--- src/rtl/apb_pkg.sv ---
// apb_pkg: shared types and default sizes for the APB N-slave bridge.
// Holds the FSM state enum and the default AW/DW/NS constants.
package apb_pkg;

    localparam int APB_AW = 8;
    localparam int APB_DW = 8;
    localparam int APB_NS = 4;

    typedef enum logic [1:0] {
        IDLE   = 2'd0,
        SETUP  = 2'd1,
        ACCESS = 2'd2
    } state_t;

endpackage

--- src/rtl/apb_nslave_bridge_if.sv ---
// apb_nslave_bridge_if: requester-side and APB-side signals of the bridge.
// Modports: master = bridge view (drives APB + status), slave = env view.
interface apb_nslave_bridge_if
    import apb_pkg::*;
#(
    parameter int AW = APB_AW,
    parameter int DW = APB_DW,
    parameter int NS = APB_NS
) ();

    logic             transfer;
    logic             READ_WRITE;
    logic [AW-1:0]    apb_write_paddr;
    logic [DW-1:0]    apb_write_data;
    logic [AW-1:0]    apb_read_paddr;
    logic [DW-1:0]    apb_read_data_out;
    logic             busy;
    logic             done;
    logic             slverr_out;

    logic [AW-1:0]    paddr;
    logic             pwrite;
    logic [DW-1:0]    pwdata;
    logic             penable;
    logic [NS-1:0]    psel;
    logic [NS*DW-1:0] prdata;
    logic [NS-1:0]    pready;
    logic [NS-1:0]    pslverr;

    modport master (
        input  transfer, READ_WRITE, apb_write_paddr,
        input  apb_write_data, apb_read_paddr,
        output apb_read_data_out, busy, done, slverr_out,
        output paddr, pwrite, pwdata, penable, psel,
        input  prdata, pready, pslverr
    );

    modport slave (
        output transfer, READ_WRITE, apb_write_paddr,
        output apb_write_data, apb_read_paddr,
        input  apb_read_data_out, busy, done, slverr_out,
        input  paddr, pwrite, pwdata, penable, psel,
        output prdata, pready, pslverr
    );

endinterface

--- src/rtl/apb_addr_decoder.sv ---
// apb_addr_decoder: one-hot slave select from the top address bits.
// Ports: paddr (in, AW), psel (out, NS one-hot).
module apb_addr_decoder #(
    parameter int AW = 8,
    parameter int NS = 4
) (
    input  logic [AW-1:0] paddr,
    output logic [NS-1:0] psel
);

    localparam int SW = $clog2(NS);

    logic [SW-1:0] idx;

    assign idx = paddr[AW-1 -: SW];

    always_comb begin
        psel      = '0;
        psel[idx] = 1'b1;
    end

endmodule

--- src/rtl/apb_nslave_bridge.sv ---
// apb_nslave_bridge: request -> APB master bridge for NS one-hot slaves.
// Ports: pclk, presetn (async, active low), bus (apb_nslave_bridge_if.master).
// Optional ACCESS timeout enabled by defining APB_TIMEOUT_EN.
module apb_nslave_bridge
    import apb_pkg::*;
#(
    parameter int AW      = APB_AW,
    parameter int DW      = APB_DW,
    parameter int NS      = APB_NS,
    parameter int TIMEOUT = 16
) (
    input logic                 pclk,
    input logic                 presetn,
    apb_nslave_bridge_if.master bus
);

    state_t        state;
    logic [NS-1:0] psel_q;
    logic          penable_q;
    logic          pwrite_q;
    logic [AW-1:0] paddr_q;
    logic [DW-1:0] pwdata_q;
    logic [DW-1:0] rdata_q;
    logic          busy_q;
    logic          done_q;
    logic          err_q;

    logic [AW-1:0] req_addr;
    logic [NS-1:0] req_sel;
    logic          sel_ready;
    logic          sel_err;
    logic [DW-1:0] sel_rdata;
    logic          complete;
    logic          start;

    assign req_addr = bus.READ_WRITE ? bus.apb_read_paddr
                                     : bus.apb_write_paddr;

    apb_addr_decoder #(
        .AW (AW),
        .NS (NS)
    ) u_dec (
        .paddr (req_addr),
        .psel  (req_sel)
    );

    // The latched one-hot select masks out every other slave's response.
    assign sel_ready = |(bus.pready & psel_q);
    assign sel_err   = |(bus.pslverr & psel_q);

    always_comb begin
        sel_rdata = '0;
        for (int i = 0; i < NS; i++) begin
            if (psel_q[i]) sel_rdata = bus.prdata[i*DW +: DW];
        end
    end

    assign complete = (state == ACCESS) && sel_ready;
    // A completing ACCESS may chain straight into the next SETUP.
    assign start    = bus.transfer && ((state == IDLE) || complete);

`ifdef APB_TIMEOUT_EN
    localparam int CW = $clog2(TIMEOUT + 1);
    logic [CW-1:0] cnt;
    logic          expire;
    assign expire = (state == ACCESS) && !sel_ready
                 && (cnt == CW'(TIMEOUT - 1));
`endif

    always_ff @(posedge pclk or negedge presetn) begin
        if (!presetn) begin
            state     <= IDLE;
            psel_q    <= '0;
            penable_q <= 1'b0;
            pwrite_q  <= 1'b0;
            paddr_q   <= '0;
            pwdata_q  <= '0;
            rdata_q   <= '0;
            busy_q    <= 1'b0;
            done_q    <= 1'b0;
            err_q     <= 1'b0;
`ifdef APB_TIMEOUT_EN
            cnt       <= '0;
`endif
        end else begin
            done_q <= 1'b0;
            unique case (state)
                IDLE: ;
                SETUP: begin
                    state     <= ACCESS;
                    penable_q <= 1'b1;
`ifdef APB_TIMEOUT_EN
                    cnt       <= '0;
`endif
                end
                ACCESS: begin
                    if (sel_ready) begin
                        done_q    <= 1'b1;
                        err_q     <= sel_err;
                        if (!pwrite_q) rdata_q <= sel_rdata;
                        state     <= IDLE;
                        psel_q    <= '0;
                        penable_q <= 1'b0;
                        busy_q    <= 1'b0;
                    end
`ifdef APB_TIMEOUT_EN
                    else if (expire) begin
                        done_q    <= 1'b1;
                        err_q     <= 1'b1;
                        state     <= IDLE;
                        psel_q    <= '0;
                        penable_q <= 1'b0;
                        busy_q    <= 1'b0;
                    end else begin
                        cnt <= cnt + 1'b1;
                    end
`endif
                end
                default: state <= IDLE;
            endcase
            // Later assignments win: a new request overrides the IDLE return.
            if (start) begin
                state     <= SETUP;
                psel_q    <= req_sel;
                penable_q <= 1'b0;
                busy_q    <= 1'b1;
                pwrite_q  <= !bus.READ_WRITE;
                paddr_q   <= req_addr;
                pwdata_q  <= bus.apb_write_data;
            end
        end
    end

    assign bus.psel              = psel_q;
    assign bus.penable           = penable_q;
    assign bus.pwrite            = pwrite_q;
    assign bus.paddr             = paddr_q;
    assign bus.pwdata            = pwdata_q;
    assign bus.apb_read_data_out = rdata_q;
    assign bus.busy              = busy_q;
    assign bus.done              = done_q;
    assign bus.slverr_out        = err_q;

endmodule

--- src/flat_wrapper.sv ---
// flat-port wrapper written by rule: the top's interface ports become plain ports
module apb_nslave_bridge_flat import apb_pkg::*;
#(
    parameter int AW      = APB_AW,
    parameter int DW      = APB_DW,
    parameter int NS      = APB_NS,
    parameter int TIMEOUT = 16
)
  (pclk, presetn, bus_transfer, bus_READ_WRITE, bus_apb_write_paddr, bus_apb_write_data, bus_apb_read_paddr, bus_apb_read_data_out, bus_busy, bus_done, bus_slverr_out, bus_paddr, bus_pwrite, bus_pwdata, bus_penable, bus_psel, bus_prdata, bus_pready, bus_pslverr);
  apb_nslave_bridge_if #(.AW(AW), .DW(DW), .NS(NS)) bus_i ();
  input logic pclk;
  input logic presetn;
  input wire logic [$bits(bus_i.transfer)-1:0] bus_transfer;
  input wire logic [$bits(bus_i.READ_WRITE)-1:0] bus_READ_WRITE;
  input wire logic [$bits(bus_i.apb_write_paddr)-1:0] bus_apb_write_paddr;
  input wire logic [$bits(bus_i.apb_write_data)-1:0] bus_apb_write_data;
  input wire logic [$bits(bus_i.apb_read_paddr)-1:0] bus_apb_read_paddr;
  output wire logic [$bits(bus_i.apb_read_data_out)-1:0] bus_apb_read_data_out;
  output wire logic [$bits(bus_i.busy)-1:0] bus_busy;
  output wire logic [$bits(bus_i.done)-1:0] bus_done;
  output wire logic [$bits(bus_i.slverr_out)-1:0] bus_slverr_out;
  output wire logic [$bits(bus_i.paddr)-1:0] bus_paddr;
  output wire logic [$bits(bus_i.pwrite)-1:0] bus_pwrite;
  output wire logic [$bits(bus_i.pwdata)-1:0] bus_pwdata;
  output wire logic [$bits(bus_i.penable)-1:0] bus_penable;
  output wire logic [$bits(bus_i.psel)-1:0] bus_psel;
  input wire logic [$bits(bus_i.prdata)-1:0] bus_prdata;
  input wire logic [$bits(bus_i.pready)-1:0] bus_pready;
  input wire logic [$bits(bus_i.pslverr)-1:0] bus_pslverr;
  assign bus_i.transfer = bus_transfer;
  assign bus_i.READ_WRITE = bus_READ_WRITE;
  assign bus_i.apb_write_paddr = bus_apb_write_paddr;
  assign bus_i.apb_write_data = bus_apb_write_data;
  assign bus_i.apb_read_paddr = bus_apb_read_paddr;
  assign bus_apb_read_data_out = bus_i.apb_read_data_out;
  assign bus_busy = bus_i.busy;
  assign bus_done = bus_i.done;
  assign bus_slverr_out = bus_i.slverr_out;
  assign bus_paddr = bus_i.paddr;
  assign bus_pwrite = bus_i.pwrite;
  assign bus_pwdata = bus_i.pwdata;
  assign bus_penable = bus_i.penable;
  assign bus_psel = bus_i.psel;
  assign bus_i.prdata = bus_prdata;
  assign bus_i.pready = bus_pready;
  assign bus_i.pslverr = bus_pslverr;
  apb_nslave_bridge #(.AW(AW), .DW(DW), .NS(NS), .TIMEOUT(TIMEOUT)) u_core (.pclk(pclk), .presetn(presetn), .bus(bus_i));
endmodule
--- config.mk ---
export PLATFORM = sky130hd
export DESIGN_NAME = apb_nslave_bridge_flat
export DESIGN_NICKNAME = d
export VERILOG_FILES = /design/src/rtl/apb_pkg.sv /design/src/rtl/apb_nslave_bridge_if.sv /design/src/rtl/apb_addr_decoder.sv /design/src/rtl/apb_nslave_bridge.sv /design/src/flat_wrapper.sv
export SDC_FILE = /design/constraint.sdc
export NUM_CORES = 1
export LEC_CHECK = 0
export ABC_AREA = 1
export CAP_MARGIN = 20
export CORE_ASPECT_RATIO = 0.6
export CORE_UTILIZATION = 30
export CTS_CLUSTER_DIAMETER = 60
export DETAILED_ROUTE_END_ITERATION = 6
export HOLD_SLACK_MARGIN = 0.06
export PLACE_DENSITY = 0.7
export SYNTH_ARGS = -nofsm -noshare
export SYNTH_HDL_FRONTEND = slang
export SYNTH_SLANG_ARGS = --single-unit
--- constraint.sdc ---
create_clock -name pclk -period 1.5 [get_ports pclk]
set_input_delay 0.3 -clock pclk [delete_from_list [all_inputs] [get_ports pclk]]
set_output_delay 0.3 -clock pclk [all_outputs]
set_load 0.005 [all_outputs]
# Word-level counts from Yosys, hierarchy flattened
# Cells that the tools add are included.
[totals] in_bits=68 reg_bits=35
[op_classes] mux=20 eq_ne=4 n_bitwise=3 order_cmp=2 reduce_logical=16
[op_table] cell="8-bit 2-to-1 mux" count=5
[op_table] cell="4-bit 2-to-1 mux" count=3
[op_table] cell="4-bit AND" count=2
[op_table] cell="2-bit AND reduction" count=4
[op_table] cell="4-bit OR reduction" count=2
[op_table] cell="1-bit 2-to-1 mux" count=7
[op_table] cell="2-bit one-hot mux with 3 select lines" count=1
[op_table] cell="2-bit 2-to-1 mux" count=2
[op_table] cell="2-bit nonzero test" count=2
[op_table] cell="1-bit logical AND" count=3
[op_table] cell="2-bit by 3-bit < comparator with 1-bit output, second input constant" count=1
[op_table] cell="3-bit by 1-bit inequality test with 1-bit output, second input constant" count=1
[op_table] cell="3-bit AND reduction" count=1
[op_table] cell="3-bit nonzero test" count=1
[op_table] cell="1-bit demux with 2-bit select" count=1
[op_table] cell="2-bit by 1-bit equality test with 1-bit output, second input constant" count=1
[op_table] cell="2-bit equality test, second input constant" count=1
[op_table] cell="2-bit by 1-bit >= comparator with 1-bit output, second input constant" count=1
[op_table] cell="2-bit logical NOT" count=1
[op_table] cell="2-bit by 1-bit inequality test with 1-bit output, second input constant" count=1
[op_table] cell="1-bit one-hot mux with 2 select lines" count=1
[op_table] cell="1-bit logical NOT" count=1
[op_table] cell="1-bit logical OR" count=1
[op_table] cell="1-bit inverter" count=1

# Logic depth before layout (Yosys ltp)
[logic_depth] depth_word=7 depth_mapped=8

# Hierarchy
# From an unflattened synthesis, not the netlist that was laid out.
[unflattened] hier_cells=264 area_unflattened_um2=1879.3
[by_module_without_submodules] module="apb_nslave_bridge" instances=1 seq_area_each_um2=875.8 cells_each=257 area_each_um2=1853.0
[by_module_without_submodules] module="apb_addr_decoder" instances=1 seq_area_each_um2=0.0 cells_each=7 area_each_um2=26.3

# Worst setup path after synthesis
# No wires, ideal clock.
[synth_path] kind="register to register" start="reg u_core.state[0]" end="reg u_core.rdata_q[0] (netlist: u_core.bus.apb_read_data_out[0])" stages_incl_launch_ff=8 setup_ns=0.117 path_buffers=0 path_slack_ns=0.110 t_required_ns=1.383 arrival_ns=1.273 cell_sequence="dfrtp_1 inv_1 ha_1 o21ai_4 nor2_2 inv_1 nand2_1 nand2_1"
[synth_via] elab_chain_cells=2
[synth_rtl] element="start, declared" line_no="apb_nslave_bridge.sv:17" text="state_t state;"
[synth_rtl] element="start signal, assigned" line_no="apb_nslave_bridge.sv:72" text="state <= IDLE;"
[synth_rtl] element="start signal, assigned" line_no="apb_nslave_bridge.sv:90" text="state <= ACCESS;"
[synth_rtl] element="start signal, assigned" line_no="apb_nslave_bridge.sv:101" text="state <= IDLE;"
[synth_rtl] element="2-bit equality test" line_no="apb_nslave_bridge.sv:87" text="unique case (state)"
[synth_rtl] element="3-bit AND reduction (no source line)"
[synth_rtl] element="end signal, assigned" line_no="apb_nslave_bridge.sv:100" text="if (!pwrite_q) rdata_q <= sel_rdata;"
[synth_rtl] element="end, declared" line_no="apb_nslave_bridge.sv:23" text="logic [DW-1:0] rdata_q;"
# No other way between the ends.
# A chain may end at the register's enable or synchronous reset.

# Final worst setup path
[layout_path] start="reg u_core.busy_q (netlist: u_core.bus.busy)" end="out bus_busy"
[layout_rtl] element="start, declared" line_no="apb_nslave_bridge.sv:24" text="logic busy_q;"
[layout_rtl] element="start signal, assigned" line_no="apb_nslave_bridge.sv:79" text="busy_q <= 1'b0;"
[layout_rtl] element="start signal, assigned" line_no="apb_nslave_bridge.sv:104" text="busy_q <= 1'b0;"
[layout_rtl] element="start signal, assigned" line_no="apb_nslave_bridge.sv:126" text="busy_q <= 1'b1;"
[layout_rtl] element="end, declared" line_no="flat_wrapper.sv:19" text="output wire logic [$bits(bus_i.busy)-1:0] bus_busy;"
# No word-level cell between the ends.

==> flow_summary.toml <==
[worst_setup_path]
crit_buf_inv = 1
cp_top_family = "buffers and inverters"
start_kind = "register"
worstSetupPathType = "reg -> out"
slowest_delay_ps = 510
end_kind = "primary output"
crit_fanout = 2
crit_slowest_cell = "clkdlybuf4s50_1"
arrival_ps = 1160
crit_chain = "clkdlybuf4s50_1"
cp.required_ps = 1200

[sta]
finalMaxSlewViolations = 0
clock.fmax_mhz = 684
clock_skew_ps = 3.26
setup_ws_ps = 36.9
tightest_slew_ps = 233
rsz0062_at_grt = "yes"
hold_slack_ps = 383
max_slew_margin_pct = 84.4
fin_crit_sh_pct = 97.5
setup_violations = 0
fin_crit_ps = 1460
hold_viol = 0

[power_and_ir_drop]
p_leak_nw = 1.75
peakVddDrop_mv = 0.662
pwr_density_cell_nw_per_um2 = 1670
total_power_w = 0.00546

[yosys]
synth_top_area_share_pct = 46.9
netlist_top_cells_area = "dfrtp_1 (47%), nand2_1 (26%), nand3_1 (8.0%), o211ai_1 (4.8%), inv_1 (2.6%)"
yosys_warnings = 0
netlist.top_cell.by_area = "dfrtp_1"
synth_cell_types = 17
yosysMostFrequentCell = "nand2_1"
syn-instance-count = 258
yosysSeqAreaShare_pct = 46.9
ys_seq_elements = 35
synthArstFlopShare_pct = 100
avgSynthCellArea_um2 = 7.24
synth_edf_count = 0
ys.flop_type = "dfrtp_1"
synth_fp_nets = 329
synth_area_um2 = 1870
synth_common_cells = "nand2_1 (130), dfrtp_1 (35), nand3_1 (30)"

[place]
place.gp.congestion = 0.778
place_ws_ps = -160
dpl.hpwl_um = 4730
portBuffers = 100

[clock_tree]
cts_tree = "yes"
htree_levels = 2
cts_inserted_buffers = 5
clk_pin_slew_ps = 70
cts_buffer_depth = 2
clk_latency_ps = 280
cts_root_buf = "clkbuf_8"
clkSinkCount = 35

[floorplanning]
placementRows = 21
initial_utilization_pct = 32.3
dieArea_um2 = 6560
coreArea_um2 = 5780
die-height_um = 63.1
io_pins = 101
die_x_um = 104

[worst_hold_path]
hp-class = "in -> async"

[routing]
wl_um = 6090
drt-wirelength-per-cell_um = 13.1
first_pass_iters = 4
ant_nets = 0
via_per_inst = 4.54
vias = 2100
remaining_drc_errors = 0
drt-initial-drc-count = 96

[global_route]
grt_start_max_net_pins = 31
grt-ovfl-total = 0
antenna_found_initial = 0
grt_pass1_vias = 2086
grt_pass1_wl_um = 10000
grtUsageTotal_pct = 19.3
grtUsageMet2_pct = 29.4
grt_use_met3_pct = 5.80
busiest_layer = "met2"
grt_use_met1_pct = 27.2

[run_status]
status = "finished, final reports clean"

[flow_run]
maxCapViolCount = 0

[finish]
syn2layout_area_growth_pct = 75.4
fin_util_pct = 56.7
antennaDiodeCount = 0
nets = 454
drive_gt1_share_pct = 11.5
flip-flops by register name (all words and copies together), names as in the netlist:
register / count
u_core.bus.apb_read_data_out: 8
u_core.bus.paddr: 8
u_core.bus.pwdata: 8
u_core.bus.psel: 4
u_core.state: 2
u_core.bus.busy: 1
u_core.bus.done: 1
u_core.bus.penable: 1
u_core.bus.pwrite: 1
u_core.bus.slverr_out: 1
stage by stage:
stage | cell area (um2) | instances | TNS [ps]
after floorplan | 1870 | 258 | 0
after global placement | 3100 | 450 | -2960
after detailed placement | 3100 | 450 | -3950
after CTS | 3210 | 461 | 0
after global routing | 3280 | 463 | -40.8
final | 3280 | 463 | 0
what timing repair did:
item	4_1_cts	5_1_grt
setup endpoints to repair	6	42
buffers inserted	3	2
hold endpoints to repair	5	0
cloned	0	0
pin swaps	0	1
resized for setup	5	17
hold buffers	1	0
final timing paths:
path	startpoint	end	cells past startpoint	slack, ps
worst max-delay path	u_core.bus.busy$_DFFE_PN0P_	bus_busy	1	40
worst min-delay path	presetn	u_core.bus.pwdata[2]$_DFFE_PN0P_	2	380
worst max register to register	u_core.bus.psel[3]$_DFFE_PN0P_	u_core.bus.pwdata[3]$_DFFE_PN0P_	8	90
worst min register to register	u_core.bus.pwdata[6]$_DFFE_PN0P_	u_core.bus.pwdata[6]$_DFFE_PN0P_	2	470
max in group asynchronous	presetn	u_core.bus.psel[2]$_DFFE_PN0P_	3	700
min in group pclk	u_core.bus.pwdata[6]$_DFFE_PN0P_	u_core.bus.pwdata[6]$_DFFE_PN0P_	2	470
layer usage:
metal / routed length [um] / part of all wire, % / vias up
li1: - / - / 1074
met1: 3060 / 50 / 949
met2: 2540 / 42 / 72
met3: 456 / 7.5 / 5
met4: 29 / 0.48 / 0
met5: 0 / 0 / -
power by group:
| part | switching, W | internal [W] |
|---|---|---|
| combinational | 0.00147 | 0.00162 |
| clock | 0.000330 | 0.000360 |
| sequential | 0.000294 | 0.00138 |
cells in the final DEF, fill, tap and decap left out:
master / instances
nand2_1: 129
clkdlybuf4s50_1: 87
dfrtp_1: 34
nand3_1: 30
buf_4: 23
inv_1: 12
o211ai_1: 12
a21oi_1: 9
dlymetal6s2s_1: 8
nor2_1: 7
clkbuf_8: 6
dlygate4sd2_1: 4
o21ai_0: 3
buf_6: 3
nand2_2: 2
ha_1: 2
o21ai_4: 1
nand2_4: 1
clkinv_1: 1
nor2_2: 1
inv_2: 1
ha_2: 1
clkinv_2: 1
dlygate4sd3_1: 1
buf_2: 1
buf_8: 1
buf_12: 1
dfrtp_2: 1
cell type report:
class,count,area (um2)
Fill cell,569,2500
Timing Repair Buffer,129,1260
Multi-Input combinational cell,198,897
Sequential cell,35,877
Tap cell,80,100
Clock buffer,6,82.6
Inverter,14,52.6
Clock inverter,1,5.00
cell families (layout without fill, tap and decap cells):
group,Yosys count,in the layout,share of synthesized area (%)
and+or+nand+nor,170,170,36.6
DFF,35,35,46.9
AOI/OAI and AO/OA,25,25,8.91
buffers and inverters,25,150,5.63
adders and majority gates,3,3,2.01
Power figures use the tool's default switching activity.
